[src/rtl/mem_arbiter_pkg.sv]
// Shared types and widths for the I/D-cache to unified-memory arbiter.
package mem_arb_pkg;

  localparam int LINE_W      = 64;
  localparam int LADDR_W     = 14;
  localparam int STALL_CNT_W = 16;

  typedef enum logic [1:0] {
    ST_IDLE  = 2'd0,
    ST_GNT_I = 2'd1,
    ST_GNT_D = 2'd2,
    ST_RESP  = 2'd3
  } state_t;

  // Requester that received the most recent completed grant
  typedef enum logic {
    GNT_I = 1'b0,
    GNT_D = 1'b1
  } gnt_t;

endpackage

[src/rtl/mem_arbiter_if.sv]
// Cache-side and memory-side signals of the arbiter; slave = arbiter, master = caches plus memory.
interface mem_arbiter_if;
  import mem_arb_pkg::*;

  logic                   i_req;
  logic [LADDR_W-1:0]     i_addr;
  logic                   i_rdy;
  logic [LINE_W-1:0]      i_rdata;

  logic                   d_req;
  logic                   d_we;
  logic [LADDR_W-1:0]     d_addr;
  logic [LINE_W-1:0]      d_wdata;
  logic                   d_rdy;
  logic [LINE_W-1:0]      d_rdata;

  logic                   mem_re;
  logic                   mem_we;
  logic [LADDR_W-1:0]     mem_addr;
  logic [LINE_W-1:0]      mem_wdata;
  logic [LINE_W-1:0]      mem_rdata;
  logic                   mem_rdy;

  logic                   stall;
  logic [STALL_CNT_W-1:0] stall_cnt;

  modport slave (
    input  i_req, i_addr, d_req, d_we, d_addr, d_wdata, mem_rdata, mem_rdy,
    output i_rdy, i_rdata, d_rdy, d_rdata, mem_re, mem_we, mem_addr, mem_wdata,
    output stall, stall_cnt
  );

  modport master (
    output i_req, i_addr, d_req, d_we, d_addr, d_wdata, mem_rdata, mem_rdy,
    input  i_rdy, i_rdata, d_rdy, d_rdata, mem_re, mem_we, mem_addr, mem_wdata,
    input  stall, stall_cnt
  );

endinterface

[src/rtl/mem_arbiter.sv]
// Round-robin arbiter of I-cache and D-cache line requests onto one memory port.
// Strobes one cycle after a request is sampled; x_rdy one cycle after mem_rdy; requesters wait via stall.
module mem_arbiter
  import mem_arb_pkg::*;
(
  input  logic          clk,
  input  logic          rst,
  mem_arbiter_if.slave  bus
);

  state_t                 r_state;
  state_t                 w_state_nxt;
  gnt_t                   r_last_gnt;

  logic                   r_mem_re;
  logic                   r_mem_we;
  logic [LADDR_W-1:0]     r_mem_addr;
  logic [LINE_W-1:0]      r_mem_wdata;
  logic                   r_i_rdy;
  logic                   r_d_rdy;
  logic [LINE_W-1:0]      r_i_rdata;
  logic [LINE_W-1:0]      r_d_rdata;
  logic [STALL_CNT_W-1:0] r_stall_cnt;

  logic                   w_mem_re_nxt;
  logic                   w_mem_we_nxt;
  logic [LADDR_W-1:0]     w_mem_addr_nxt;
  logic [LINE_W-1:0]      w_mem_wdata_nxt;
  logic                   w_i_rdy_nxt;
  logic                   w_d_rdy_nxt;
  logic                   w_stall;

  always_ff @(posedge clk) begin
    if (!rst) begin
      r_state <= ST_IDLE;
    end else begin
      r_state <= w_state_nxt;
    end
  end

  // On a tie the requester that did not win last time is granted
  always_comb begin
    w_state_nxt = r_state;
    case (r_state)
      ST_IDLE: begin
        if (bus.i_req && bus.d_req) begin
          w_state_nxt = (r_last_gnt == GNT_I) ? ST_GNT_D : ST_GNT_I;
        end else if (bus.i_req) begin
          w_state_nxt = ST_GNT_I;
        end else if (bus.d_req) begin
          w_state_nxt = ST_GNT_D;
        end
      end
      ST_GNT_I, ST_GNT_D: begin
        if (bus.mem_rdy) begin
          w_state_nxt = ST_RESP;
        end
      end
      ST_RESP: begin
        w_state_nxt = ST_IDLE;
      end
      default: begin
        w_state_nxt = ST_IDLE;
      end
    endcase
  end

  // Next values of the registered memory-side and ready outputs
  always_comb begin
    w_mem_re_nxt    = r_mem_re;
    w_mem_we_nxt    = r_mem_we;
    w_mem_addr_nxt  = r_mem_addr;
    w_mem_wdata_nxt = r_mem_wdata;
    w_i_rdy_nxt     = 1'b0;
    w_d_rdy_nxt     = 1'b0;
    case (r_state)
      ST_IDLE: begin
        if (w_state_nxt == ST_GNT_I) begin
          w_mem_re_nxt    = 1'b1;
          w_mem_we_nxt    = 1'b0;
          w_mem_addr_nxt  = bus.i_addr;
          w_mem_wdata_nxt = '0;
        end else if (w_state_nxt == ST_GNT_D) begin
          w_mem_re_nxt    = ~bus.d_we;
          w_mem_we_nxt    = bus.d_we;
          w_mem_addr_nxt  = bus.d_addr;
          w_mem_wdata_nxt = bus.d_we ? bus.d_wdata : '0;
        end
      end
      ST_GNT_I, ST_GNT_D: begin
        if (bus.mem_rdy) begin
          w_mem_re_nxt    = 1'b0;
          w_mem_we_nxt    = 1'b0;
          w_mem_addr_nxt  = '0;
          w_mem_wdata_nxt = '0;
          w_i_rdy_nxt     = (r_state == ST_GNT_I);
          w_d_rdy_nxt     = (r_state == ST_GNT_D);
        end
      end
      default: begin
      end
    endcase
  end

  assign w_stall = (bus.i_req | bus.d_req) & (r_state != ST_RESP);

  always_ff @(posedge clk) begin
    if (!rst) begin
      r_last_gnt  <= GNT_I;
      r_mem_re    <= 1'b0;
      r_mem_we    <= 1'b0;
      r_mem_addr  <= '0;
      r_mem_wdata <= '0;
      r_i_rdy     <= 1'b0;
      r_d_rdy     <= 1'b0;
      r_i_rdata   <= '0;
      r_d_rdata   <= '0;
      r_stall_cnt <= '0;
    end else begin
      r_mem_re    <= w_mem_re_nxt;
      r_mem_we    <= w_mem_we_nxt;
      r_mem_addr  <= w_mem_addr_nxt;
      r_mem_wdata <= w_mem_wdata_nxt;
      r_i_rdy     <= w_i_rdy_nxt;
      r_d_rdy     <= w_d_rdy_nxt;
      if (bus.mem_rdy && (r_state == ST_GNT_I)) begin
        r_i_rdata  <= bus.mem_rdata;
        r_last_gnt <= GNT_I;
      end
      // The registered write strobe tells a D write-back from a D fill
      if (bus.mem_rdy && (r_state == ST_GNT_D)) begin
        if (!r_mem_we) begin
          r_d_rdata <= bus.mem_rdata;
        end
        r_last_gnt <= GNT_D;
      end
      if (w_stall && (r_stall_cnt != '1)) begin
        r_stall_cnt <= r_stall_cnt + 1'b1;
      end
    end
  end

  assign bus.mem_re    = r_mem_re;
  assign bus.mem_we    = r_mem_we;
  assign bus.mem_addr  = r_mem_addr;
  assign bus.mem_wdata = r_mem_wdata;
  assign bus.i_rdy     = r_i_rdy;
  assign bus.d_rdy     = r_d_rdy;
  assign bus.i_rdata   = r_i_rdata;
  assign bus.d_rdata   = r_d_rdata;
  assign bus.stall     = w_stall;
  assign bus.stall_cnt = r_stall_cnt;

endmodule

[src/flat_wrapper.sv]
// flat-port wrapper written by rule: the top's interface ports become plain ports
module mem_arbiter_flat import mem_arb_pkg::*;
  (clk, rst, bus_i_req, bus_i_addr, bus_d_req, bus_d_we, bus_d_addr, bus_d_wdata, bus_mem_rdata, bus_mem_rdy, bus_i_rdy, bus_i_rdata, bus_d_rdy, bus_d_rdata, bus_mem_re, bus_mem_we, bus_mem_addr, bus_mem_wdata, bus_stall, bus_stall_cnt);
  mem_arbiter_if bus_i ();
  input  logic clk;
  input  logic rst;
  input wire logic [$bits(bus_i.i_req)-1:0] bus_i_req;
  input wire logic [$bits(bus_i.i_addr)-1:0] bus_i_addr;
  input wire logic [$bits(bus_i.d_req)-1:0] bus_d_req;
  input wire logic [$bits(bus_i.d_we)-1:0] bus_d_we;
  input wire logic [$bits(bus_i.d_addr)-1:0] bus_d_addr;
  input wire logic [$bits(bus_i.d_wdata)-1:0] bus_d_wdata;
  input wire logic [$bits(bus_i.mem_rdata)-1:0] bus_mem_rdata;
  input wire logic [$bits(bus_i.mem_rdy)-1:0] bus_mem_rdy;
  output wire logic [$bits(bus_i.i_rdy)-1:0] bus_i_rdy;
  output wire logic [$bits(bus_i.i_rdata)-1:0] bus_i_rdata;
  output wire logic [$bits(bus_i.d_rdy)-1:0] bus_d_rdy;
  output wire logic [$bits(bus_i.d_rdata)-1:0] bus_d_rdata;
  output wire logic [$bits(bus_i.mem_re)-1:0] bus_mem_re;
  output wire logic [$bits(bus_i.mem_we)-1:0] bus_mem_we;
  output wire logic [$bits(bus_i.mem_addr)-1:0] bus_mem_addr;
  output wire logic [$bits(bus_i.mem_wdata)-1:0] bus_mem_wdata;
  output wire logic [$bits(bus_i.stall)-1:0] bus_stall;
  output wire logic [$bits(bus_i.stall_cnt)-1:0] bus_stall_cnt;
  assign bus_i.i_req = bus_i_req;
  assign bus_i.i_addr = bus_i_addr;
  assign bus_i.d_req = bus_d_req;
  assign bus_i.d_we = bus_d_we;
  assign bus_i.d_addr = bus_d_addr;
  assign bus_i.d_wdata = bus_d_wdata;
  assign bus_i.mem_rdata = bus_mem_rdata;
  assign bus_i.mem_rdy = bus_mem_rdy;
  assign bus_i_rdy = bus_i.i_rdy;
  assign bus_i_rdata = bus_i.i_rdata;
  assign bus_d_rdy = bus_i.d_rdy;
  assign bus_d_rdata = bus_i.d_rdata;
  assign bus_mem_re = bus_i.mem_re;
  assign bus_mem_we = bus_i.mem_we;
  assign bus_mem_addr = bus_i.mem_addr;
  assign bus_mem_wdata = bus_i.mem_wdata;
  assign bus_stall = bus_i.stall;
  assign bus_stall_cnt = bus_i.stall_cnt;
  mem_arbiter u_core (.clk(clk), .rst(rst), .bus(bus_i));
endmodule
[config.mk]
export PLATFORM = sky130hd
export DESIGN_NAME = mem_arbiter_flat
export DESIGN_NICKNAME = d
export VERILOG_FILES = /design/src/rtl/mem_arbiter_pkg.sv /design/src/rtl/mem_arbiter_if.sv /design/src/rtl/mem_arbiter.sv /design/src/flat_wrapper.sv
export SDC_FILE = /design/constraint.sdc
export NUM_CORES = 1
export LEC_CHECK = 0
export BUFFER_PORTS_ARGS = -buffer_cell sky130_fd_sc_hd__buf_2
export CORE_AREA = 2 2 153 155
export CTS_BUF_LIST = sky130_fd_sc_hd__clkbuf_2
export CTS_CLUSTER_DIAMETER = 50
export DETAILED_ROUTE_END_ITERATION = 8
export DIE_AREA = 0 0 155 157
export GPL_ROUTABILITY_DRIVEN = 0
export PLACE_DENSITY_LB_ADDON = 0.15
export SYNTH_ARGS = -nofsm -noshare
export SYNTH_HDL_FRONTEND = slang
export SYNTH_SLANG_ARGS = --single-unit
[constraint.sdc]
create_clock -name clk -period 4.1 [get_ports clk]
set_input_delay 0.41 -clock clk [delete_from_list [all_inputs] [get_ports clk]]
set_output_delay 0.41 -clock clk [all_outputs]
set_load 0.01 [all_outputs]
### Word level (Yosys, flattened, before mapping)

Cells that the tools add are included.

* register bits after elaboration: 229
* logic and storage cells: 60

* reductions and logical operators: 11
* muxes and demuxes: 24
* add/subtract/negate cells: 1
* equal/unequal tests: 9
* bitwise logic cells: 4

Operator list (number)
* 2-to-1 mux 64 bit: 4
* one-hot mux 64 bit (2 select lines): 1
* 2-to-1 mux 14 bit: 3
* one-hot mux 14 bit (2 select lines): 1
* adder 16 x 1 -> 16 bit, second input constant: 1
* != test 16 bit, second input constant: 1
* 2-to-1 mux 2 bit: 5
* 2-to-1 mux 1 bit: 7
* == test 2 bit, second input constant: 3
* one-hot mux 2 bit (3 select lines): 1
* AND reduction 3 bit: 2
* == test 2 x 1 -> 1 bit, second input constant: 2
* logical AND 1 bit: 4
* != test 2 bit, second input constant: 2
* one-hot mux 1 bit (2 select lines): 2
* nonzero test 2 bit: 2
* != test 3 x 1 -> 1 bit, second input constant: 1
* zero test 2 bit: 1
* inverter 1 bit: 2
* AND reduction 2 bit: 1
* OR reduction 2 bit: 1
* AND 1 bit: 1
* bitwise OR 1 bit: 1

### Depth between registers and ports, before layout

* word-level depth: 8
* depth in mapped cells: 9
* mapped depth without buffers: 7

### Least setup slack after synthesis

Ideal clock, no wire load.

* path kind: reg2reg
* from: register u_core.r_state[0]
* to: register u_core.r_mem_wdata[10] (netlist: u_core.bus.mem_wdata[10])
* setup slack: 1.820 ns
* stages on the path, launching flop included: 10
* path buffers: 2
* library setup time: 0.072 ns
* data required time: 4.028 ns
* arrival: 2.208 ns
* path through: dfxtp_1 -> inv_1 -> ha_1 -> nor2b_1 -> o22ai_2 -> a211o_1 -> a311oi_2 -> buf_6 -> buf_8 -> mux2i_1

* word-level cells in the longest chain between the ends: 7

RTL lines
* from (decl): line mem_arbiter.sv:11 `state_t r_state;`
* from (signal assigned): line mem_arbiter.sv:37 `r_state <= w_state_nxt;`
* 2-to-1 mux 2 bit: line mem_arbiter.sv:50 `end else if (bus.d_req) begin`
* 2-to-1 mux 2 bit: line mem_arbiter.sv:48 `end else if (bus.i_req) begin`
* 2-to-1 mux 2 bit: line mem_arbiter.sv:46 `if (bus.i_req && bus.d_req) begin`
* one-hot mux 2 bit (3 select lines): line mem_arbiter.sv:44 `case (r_state)`
* == test 2 bit or == test 2 x 1 -> 1 bit (tied branches): line mem_arbiter.sv:83, mem_arbiter.sv:78
* != test 3 x 1 -> 1 bit (no line) or 2-to-1 mux 64 bit (tied branches)
* AND reduction 3 bit (no line) or one-hot mux 64 bit (2 select lines) (tied branches)
* to (signal assigned): line mem_arbiter.sv:123 `r_mem_wdata <= w_mem_wdata_nxt;`
* to (decl): line mem_arbiter.sv:18 `logic [LINE_W-1:0] r_mem_wdata;`

Several ways; a longest one is shown, not always the timed one.
A chain may end at the register's enable or synchronous reset.

### Worst setup path after layout

* from: register u_core.r_state[0]
* to: register u_core.r_mem_addr[6] (netlist: u_core.bus.mem_addr[6])

* word-level cells in the longest chain between the ends: 7

RTL lines
* 2-to-1 mux 2 bit: line mem_arbiter.sv:50
* 2-to-1 mux 2 bit: line mem_arbiter.sv:48
* 2-to-1 mux 2 bit: line mem_arbiter.sv:46
* one-hot mux 2 bit (3 select lines): line mem_arbiter.sv:44
* == test 2 bit or == test 2 x 1 -> 1 bit (tied branches): line mem_arbiter.sv:83, mem_arbiter.sv:78
* != test 3 x 1 -> 1 bit (no line) or 2-to-1 mux 14 bit (tied branches)
* AND reduction 3 bit (no line) or one-hot mux 14 bit (2 select lines) (tied branches)
* to (signal assigned): line mem_arbiter.sv:122 `r_mem_addr <= w_mem_addr_nxt;`
* to (decl): line mem_arbiter.sv:17 `logic [LADDR_W-1:0] r_mem_addr;`

Several ways; a longest one is shown, not always the timed one.

==> impl_metrics.toml <==
[global_route]
antenna_found_initial = 1
track_usage_pct = 24.0
grt_start_max_net_pins = 95
grt_pass1_wl_mm = 47.8
grt_overflow = 0
grt_pass1_vias = 9529

[hold_path]
hold_depth = 2
min_path_type = "input port to flop"

[logic_synthesis]
syn_inst = 1079
synth_edf_count = 0
synth-xor-area-share_pct = 1.20
synth_cell_types = 42
syn_avg_cell_area_um2 = 8.80
yosys-mux-area-fraction_pct = 10.3
ys_ff_latch = 229
synth_most_common_cell = "nand2_1"
yosys-top-cells-area = "dfxtp_1, nand2_1, a21boi_1"
synthFlopType = "dfxtp_1"
postSynth.asyncResetShare_pct = 0
synthTopCellsByCount = "nand2_1, dfxtp_1, a21boi_1"
synth_top_family_by_area = "simple AND/OR/NAND/NOR gates"
synth.cell_area_um2 = 9500
yosys.area.top_type = "dfxtp_1"
synthAdderAreaFrac_pct = 0.922
synth-seq-area-share_pct = 48.3
synth_nets = 1248
synth_simple_gate_area_share_pct = 22.1
ys_warn_count = 0
synth-compound-area-share_pct = 12.1
synth_top_area_share_pct = 48.3

[sta]
rsz0062_at_grt = "false"
setup_tns_ns = 0
finalHoldViolCount = 0
period_needed_ns = 3.06
tightest_slew_ns = 1.11
maxSlewViolCount = 0
setup_violations = 0
max_freq_mhz = 327
max-slew-margin-rel_pct = 25.7
finClkSkew_ns = 0.0952
timing.final.crit_share_pct = 74.7

[detailed_routing]
drtIter0Drc = 440
dr.pass1.iters = 5
wirelength_mm = 30.5
ant_nets = 0
num_vias = 9465
wl_per_cell_um = 15.7
drc = 0
via_per_inst = 4.88

[floorplan]
rows = 55
num_io_pins = 389
fp.dieH_um = 157
dieArea_um2 = 24300
die_w_um = 155
start_util_pct = 42.2
core-area_um2 = 22500

[critical_path]
crit_required_ns = 4.82
critical_path_class = "flop to flop"
startpoint_type = "flop"
path_cells = "inv_1, ha_1, nor2b_2, nand2_1, mux2_2, dlygate4sd3_1, mux2i_1"
worstSetupEndpointType = "flop"
critPathArrivalTime_ns = 3.79
critical-path-slowest-cell = "nor2b_2"
reg2reg_depth = 7
crit_path_max_fanout = 29
slowest_delay_ns = 0.88

[final_layout]
post_route_cells_drive_above_1_share_pct = 31.9
syn2layout_area_growth_pct = 43.6
layout.cells.non_filler = 1941
final_util_pct = 60.6
nets = 1786

[place]
portBuffers = 388
placed_cells = 1683
dp.final_hpwl_mm = 19.2

[clocking]
cts_buffers = 59
cts.sinks = 229
postCtsSetupRepairBufs = 0
cts_max_path_buffers = 3
clock_latency_ns = 0.86
cts_hold_buf = 158
cts_tree = "yes"
cts-root-buf = "clkbuf_2"
h-tree-depth = 2
post_cts_resized = 0
path_clk_slew_ns = 0.10

[flow_run]
cap_violations = 0

[outcome]
run_status = "completed"

[pwr]
ir_drop_mv = 0.268
power_density_nw_per_um2 = 406
leakage_nw = 6.31
[path summary, 6_finish.rpt]
kind,start,end,slack (ns)
max,u_core.r_state[0],u_core.bus.mem_addr[6],1.04
min reg2reg,u_core.bus.d_rdata[39],u_core.bus.d_rdata[39],0.45
min,rst,u_core.bus.d_rdata[27],0.06
max reg2reg,u_core.r_state[0],u_core.bus.mem_addr[6],1.04
[power breakdown]
group | leakage, nW | internal (mW) | switching [mW] | total (mW)
Combinational | 4.04 | 0.681 | 0.797 | 1.48
Sequential | 1.86 | 2.41 | 0.102 | 2.51
Clock | 0.409 | 0.642 | 0.907 | 1.55
Total | 6.31 | 3.73 | 1.81 | 5.54
[critical path: cells and delay by family, from the launching register on]
family        cells  cell delay (ns)
flops             1             0.44
simple gates      2             1.06
mux               2             0.45
buf+inv           2             0.67
fa+ha+maj         1             0.39
[metrics by stage]
stage          instance area (µm²)  setup WS, ns  hold slack, ns  power [mW]
2_1_floorplan                 9500          1.82           0.457        3.50
3_3_place_gp                 11500          1.22           0.436        3.87
3_5_place_dp                 11500          1.09           0.441        3.88
4_1_cts                      13600          1.10          0.0180        5.58
5_1_grt                      13600         0.795          0.0166        5.86
6_report                     13600          1.04          0.0629        5.54
[cell type report]
cell class,count,area [µm²]
Fill cell,1995,8860
Sequential cell,229,4580
Clock inverter,6,50.0
Tap cell,285,357
Antenna cell,2,5.00
Inverter,9,33.8
Clock buffer,92,460
Multi-Input combinational cell,754,4460
Timing Repair Buffer,564,3690
[cell usage in the layout (no fill, tap or decap), drive strengths merged, types with 6 or more instances in the layout]
master       instances
a21boi             131
and2                13
buf                406
clkbuf              92
dfxtp              229
dlygate4sd3        158
ha                   7
inv                 10
mux2                15
mux2i               81
nand2              372
nand3                7
nand4               67
nor2                 6
nor2b                7
xor2                10
[flip-flops by register name, indices dropped and copies added (netlist names)]
signal,cells
u_core.bus.mem_addr,14
u_core.r_state,2
u_core.bus.d_rdy,1
u_core.r_last_gnt,1
u_core.bus.mem_wdata,64
u_core.bus.d_rdata,64
u_core.bus.mem_re,1
u_core.bus.mem_we,1
u_core.bus.i_rdata,64
u_core.bus.i_rdy,1
u_core.bus.stall_cnt,16
[per-layer routing]
layer,track usage [%],vias up,wire (µm)
met4,8.64,0,714
li1,-,4717,-
met2,41.5,362,14900
met1,27.8,4335,12400
met5,0,-,0
met3,7.93,51,2530
[cells by family (layout without fill, tap and decap cells)]
family | after synthesis | count (layout)
simple gates | 486 | 486
mux | 96 | 96
fa+ha+maj | 7 | 7
compound gates | 152 | 152
flops | 229 | 229
buf+inv | 96 | 671
other cells | 0 | 2
xor+xnor | 13 | 13
Power figures use the tool's default switching activity.
